<file path="src/rtl/reg_bank_if.sv">
// Port bundle for reg_bank: write/modify strobe, two read ports and status flags.
// The master drives commands and addresses; the slave (the register bank) answers.
interface reg_bank_if #(
  parameter int WIDTH = 4,
  parameter int AW    = 2
);
  logic             load_n;
  logic [1:0]       op;
  logic [AW-1:0]    waddr;
  logic [WIDTH-1:0] data;
  logic [AW-1:0]    raddr_a;
  logic [AW-1:0]    raddr_b;
  logic [WIDTH-1:0] dout_a;
  logic [WIDTH-1:0] dout_b;
  logic             carry;
  logic             zero;

  modport master (
    output load_n, op, waddr, data, raddr_a, raddr_b,
    input  dout_a, dout_b, carry, zero
  );

  modport slave (
    input  load_n, op, waddr, data, raddr_a, raddr_b,
    output dout_a, dout_b, carry, zero
  );
endinterface

</file>
<file path="src/rtl/reg_bank.sv">
// Register file of NREGS x WIDTH with one LOAD/INC/DEC/CLR write port,
// two combinational read ports, and registered carry/zero flags.
module reg_bank #(
  parameter int WIDTH = 4,
  parameter int NREGS = 4,
  parameter int AW    = 2
) (
  input logic        clk,
  input logic        reset,
  reg_bank_if.slave  bus
);

  localparam logic [WIDTH-1:0] ONE      = WIDTH'(1);
  localparam logic [WIDTH-1:0] ALL_ONES = '1;

  logic [WIDTH-1:0] regs_q [NREGS];
  logic             carry_q, carry_d;
  logic             zero_q, zero_d;
  logic             waddr_ok;
  logic             wr_en;
  logic [WIDTH-1:0] old_val;
  logic [WIDTH-1:0] wr_val;

  // Out-of-range write addresses (non-power-of-2 NREGS) are silently dropped.
  always_comb begin
    waddr_ok = (int'(bus.waddr) < NREGS);
    wr_en    = !bus.load_n && waddr_ok;
    old_val  = '0;
    if (waddr_ok) begin
      old_val = regs_q[bus.waddr];
    end
    wr_val  = old_val;
    carry_d = carry_q;
    zero_d  = zero_q;
    if (wr_en) begin
      case (bus.op)
        2'b00: begin
          wr_val  = bus.data;
          carry_d = 1'b0;
        end
        2'b01: begin
          wr_val  = old_val + ONE;
          carry_d = (old_val == ALL_ONES);
        end
        2'b10: begin
          wr_val  = old_val - ONE;
          carry_d = (old_val == '0);
        end
        default: begin
          wr_val  = '0;
          carry_d = 1'b0;
        end
      endcase
      zero_d = (wr_val == '0);
    end
  end

  generate
    for (genvar gi = 0; gi < NREGS; gi++) begin : g_reg
      always_ff @(posedge clk) begin
        if (reset) begin
          regs_q[gi] <= '0;
        end else if (wr_en && (bus.waddr == AW'(gi))) begin
          regs_q[gi] <= wr_val;
        end
      end
    end
  endgenerate

  always_ff @(posedge clk) begin
    if (reset) begin
      carry_q <= 1'b0;
      zero_q  <= 1'b1;
    end else begin
      carry_q <= carry_d;
      zero_q  <= zero_d;
    end
  end

  // Reads see the array directly, so a write is only visible after its edge.
  always_comb begin
    bus.dout_a = '0;
    bus.dout_b = '0;
    if (int'(bus.raddr_a) < NREGS) begin
      bus.dout_a = regs_q[bus.raddr_a];
    end
    if (int'(bus.raddr_b) < NREGS) begin
      bus.dout_b = regs_q[bus.raddr_b];
    end
  end

  assign bus.carry = carry_q;
  assign bus.zero  = zero_q;

endmodule
</file>
<file path="src/flat_wrapper.sv">
// flat-port wrapper written by rule: the top's interface ports become plain ports
module reg_bank_flat 
#(
  parameter int WIDTH = 4,
  parameter int NREGS = 4,
  parameter int AW    = 2
)
  (clk, reset, bus_load_n, bus_op, bus_waddr, bus_data, bus_raddr_a, bus_raddr_b, bus_dout_a, bus_dout_b, bus_carry, bus_zero);
  reg_bank_if #(.WIDTH(WIDTH), .AW(AW)) bus_i ();
  input logic clk;
  input logic reset;
  input wire logic [$bits(bus_i.load_n)-1:0] bus_load_n;
  input wire logic [$bits(bus_i.op)-1:0] bus_op;
  input wire logic [$bits(bus_i.waddr)-1:0] bus_waddr;
  input wire logic [$bits(bus_i.data)-1:0] bus_data;
  input wire logic [$bits(bus_i.raddr_a)-1:0] bus_raddr_a;
  input wire logic [$bits(bus_i.raddr_b)-1:0] bus_raddr_b;
  output wire logic [$bits(bus_i.dout_a)-1:0] bus_dout_a;
  output wire logic [$bits(bus_i.dout_b)-1:0] bus_dout_b;
  output wire logic [$bits(bus_i.carry)-1:0] bus_carry;
  output wire logic [$bits(bus_i.zero)-1:0] bus_zero;
  assign bus_i.load_n = bus_load_n;
  assign bus_i.op = bus_op;
  assign bus_i.waddr = bus_waddr;
  assign bus_i.data = bus_data;
  assign bus_i.raddr_a = bus_raddr_a;
  assign bus_i.raddr_b = bus_raddr_b;
  assign bus_dout_a = bus_i.dout_a;
  assign bus_dout_b = bus_i.dout_b;
  assign bus_carry = bus_i.carry;
  assign bus_zero = bus_i.zero;
  reg_bank #(.WIDTH(WIDTH), .NREGS(NREGS), .AW(AW)) u_core (.clk(clk), .reset(reset), .bus(bus_i));
endmodule
</file>
<file path="config.mk">
export PLATFORM = sky130hd
export DESIGN_NAME = reg_bank_flat
export DESIGN_NICKNAME = d
export VERILOG_FILES = /design/src/rtl/reg_bank_if.sv /design/src/rtl/reg_bank.sv /design/src/flat_wrapper.sv
export SDC_FILE = /design/constraint.sdc
export NUM_CORES = 1
export LEC_CHECK = 0
export BUFFER_PORTS_ARGS = -buffer_cell sky130_fd_sc_hd__buf_4
export CORE_ASPECT_RATIO = 1.5
export CORE_MARGIN = 4
export CORE_UTILIZATION = 54
export DETAILED_ROUTE_END_ITERATION = 8
export GPL_TIMING_DRIVEN = 0
export HOLD_SLACK_MARGIN = 0.15
export PLACE_DENSITY = 0.87
export SLEW_MARGIN = 25
export SYNTH_ARGS = -nofsm -noshare
export SYNTH_HDL_FRONTEND = slang
export SYNTH_SLANG_ARGS = --single-unit
</file>
<file path="constraint.sdc">
create_clock -name clk -period 3.2 [get_ports clk]
set_input_delay 0.96 -clock clk [delete_from_list [all_inputs] [get_ports clk]]
set_output_delay 0.96 -clock clk [all_outputs]
set_load 0.05 [all_outputs]
</file>
==> metrics.txt <==
Residual DRC 0; total number of vias between 900 and 1000; worst vdd ir ~0.42 mV; DR pass1 iterations 4; drt total wl 2.66 mm; WL/cell ~17 um; Core Box Area between 2000 and 2500 um2; Max Slew Vio Count 0; die area approximately 3200 um2; Overflow after GRT 0; total power 583 uW; dpl cells around 150; initial antenna violation count 0; Synth cell types 30; Die Ht ~68 um; Worst-Margin Slew ~0.5 ns; CP Data Required Time about 3.2 ns; syn_area_per_cell ~12 um2; RSZ-0062 raised after global routing no; Async SR Flop Fraction 0%; Clock Tree Root clkbuf_4; FF-to-FF End u_core.regs_q[0][2]$_SDFFCE_PN0P_; first-pass GRT wire length about 4.3 mm; starting DRC count in detailed routing 65; Hold-fix buffers, CTS 0; Worst Reg-to-Reg Cells 9; final hold vios 0; Mapped Cells 111; Post-Syn Nets around 130; GR Layer Usage met2 around a third; Critical Path AT 3.06 ns; number of core rows 21; Worst-path clk slew roughly 0.09 ns; most frequent cells in the layout 21 x nor2_1, 20 x buf_4, 16 x edfxtp_1, 11 x mux4_2, 10 x nand2_1; HP Class reg -> reg; R2R Path Start u_core.regs_q[2][1]$_SDFFCE_PN0P_; M1 GR Usage approximately 22%; Post-synth top flop edfxtp_1; Lkg Pwr ~0.6 nW; DRT antenna net count 0; # diodes 0; Hold Path Origin u_core.bus.carry$_SDFFE_PP0N_; highest clock rate roughly 330 MHz; worst reg-to-reg setup slack ~0.51 ns; Syn Std Cell Area approximately 1300 um2; port buffer count 20; fin crit share between 90% and 100%; DP HPWL roughly 2.2 mm; Area growth syn-to-layout 15.9%; WHS Endpoint u_core.bus.carry$_SDFFE_PP0N_; CTS buffer count 3; Resized Gates After CTS 0; post-CTS setup buffer count 0; max-cap violations 0; clock tree buffer depth 2; commonest non-fill, non-tap cell in the layout nor2_1; layer with the highest usage met2; largest area contributor in the netlist edfxtp_1; H-tree levels 1; area post-placement 1470 um2; EDFF count, synth 16; CTS Sinks 18; post-layout util approximately two thirds; vias in the first global route roughly 920; Worst-Skew Late Latency 0.30 ns; Setup-failing EPs final 0; CTS tree done; Hold Path Stages 2; die span in x 47.9 um; Top-Level Pins 25; relative slew slack between 60% and 70%; Finished Cell Area around 1500 um2; Worst Skew between 0.004 and 0.005 ns; flip-flop and latch count after synthesis 18; GRT Total Usage 19.0%; PD cells roughly 390 nW/um2; CP Launch Type input pin; GPL Wtd Cong 0.832; Finished Layout Cells roughly 160; setup_tns 0 ns; Starting Density a little under three fifths; register area share after synthesis 40.4%; synth top area cells edfxtp_1 37%, mux4_2 19%, nor2_1 6.1%; DR vias/cell roughly 6; Final nets 157; share of cells above drive strength 1 a little over a quarter; met3 global-route usage under 10%; outcome finished, final reports clean; yosys warns 0; Critical Path End Type flip-flop; pin count of the biggest net entering global routing 11; crit path max fanout 8; Crit Path Class in -> reg; Synth top area share a little under two fifths; post-route minimum period around 3 ns
==> kinds of logic (layout without fill, tap and decap cells) <==
group / Yosys count / in the layout / share of synthesized area (%)
AOI/OAI and AO/OA: 15 / 15 / 8.46
and+or+nand+nor: 41 / 41 / 13.8
muxes: 17 / 17 / 25.2
adders and majority gates: 6 / 6 / 5.83
xor gates and xnor gates: 4 / 4 / 2.72
buffers and inverters: 10 / 34 / 3.60
DFF: 18 / 18 / 40.4
==> metal layers <==
layer  part of all wire [%]  up-vias
met1                     37      472
met3                    3.8        6
met4                    2.0        0
met2                     58       25
met5                      0        -
li1                       -      467
==> power by group <==
part / total, mW / internal (mW) / switching (mW)
combinational: 0.189 / 0.0764 / 0.112
clock: 0.116 / 0.0486 / 0.0671
sequential: 0.279 / 0.269 / 0.00985
==> worst max path at each step <==
| stage | start | to | slack, ns | cells past startpoint |
|---|---|---|---|---|
| global placement | bus_waddr[0] | u_core.regs_q[2][2]$_SDFFCE_PN0P_ | -0.06 | 10 |
| detailed placement | bus_waddr[0] | u_core.regs_q[0][2]$_SDFFCE_PN0P_ | -0.09 | 10 |
| finish | bus_waddr[0] | u_core.regs_q[0][2]$_SDFFCE_PN0P_ | 0.18 | 10 |
| floorplan | bus_waddr[0] | u_core.regs_q[0][2]$_SDFFCE_PN0P_ | 0.19 | 10 |
| global route | bus_waddr[0] | u_core.regs_q[0][2]$_SDFFCE_PN0P_ | 0.03 | 10 |
| CTS | bus_waddr[0] | u_core.regs_q[0][2]$_SDFFCE_PN0P_ | 0.21 | 10 |
==> sequential cells by signal, indices dropped and copies added, names as in the netlist <==
name / count
u_core.bus.carry: 1
u_core.bus.zero: 1
u_core.regs_q: 16
==> metrics by stage <==
step / setup slack, ns / hold WS, ns
4_1_cts: 0.208 / 0.470
2_1_floorplan: 0.194 / 0.672
3_5_place_dp: -0.0937 / 0.458
6_report: 0.180 / 0.464
5_1_grt: 0.0335 / 0.492
3_3_place_gp: -0.0567 / 0.441
==> cells in the mapped netlist, types with 3 or more instances <==
master and n:
a21o_1 4, a21oi_1 3, clkbuf_1 3, edfxtp_1 16, ha_1 6, inv_1 5
mux2i_1 5, mux4_2 11, nand2_1 10, nor2_1 21
==> final cells by class <==
cell class,instances,area [um2]
buffer,5,27.5
clock buffer,4,26.3
fill,184,767
inverter,5,18.8
multi-input combinational,83,721
sequential,18,520
tap,23,28.8
timing repair buffer,20,150
==> worst max-delay path: stages <==
cell      delay (ns)
buf_6           0.11
mux4_2          0.59
xor2_1          0.18
ha_1            0.20
inv_1           0.05
o221ai_1        0.11
xnor2_1         0.16
a32o_1          0.24
mux2i_1         0.38
nor2_1          0.08
Note: power is estimated with default switching activity, not from simulation.
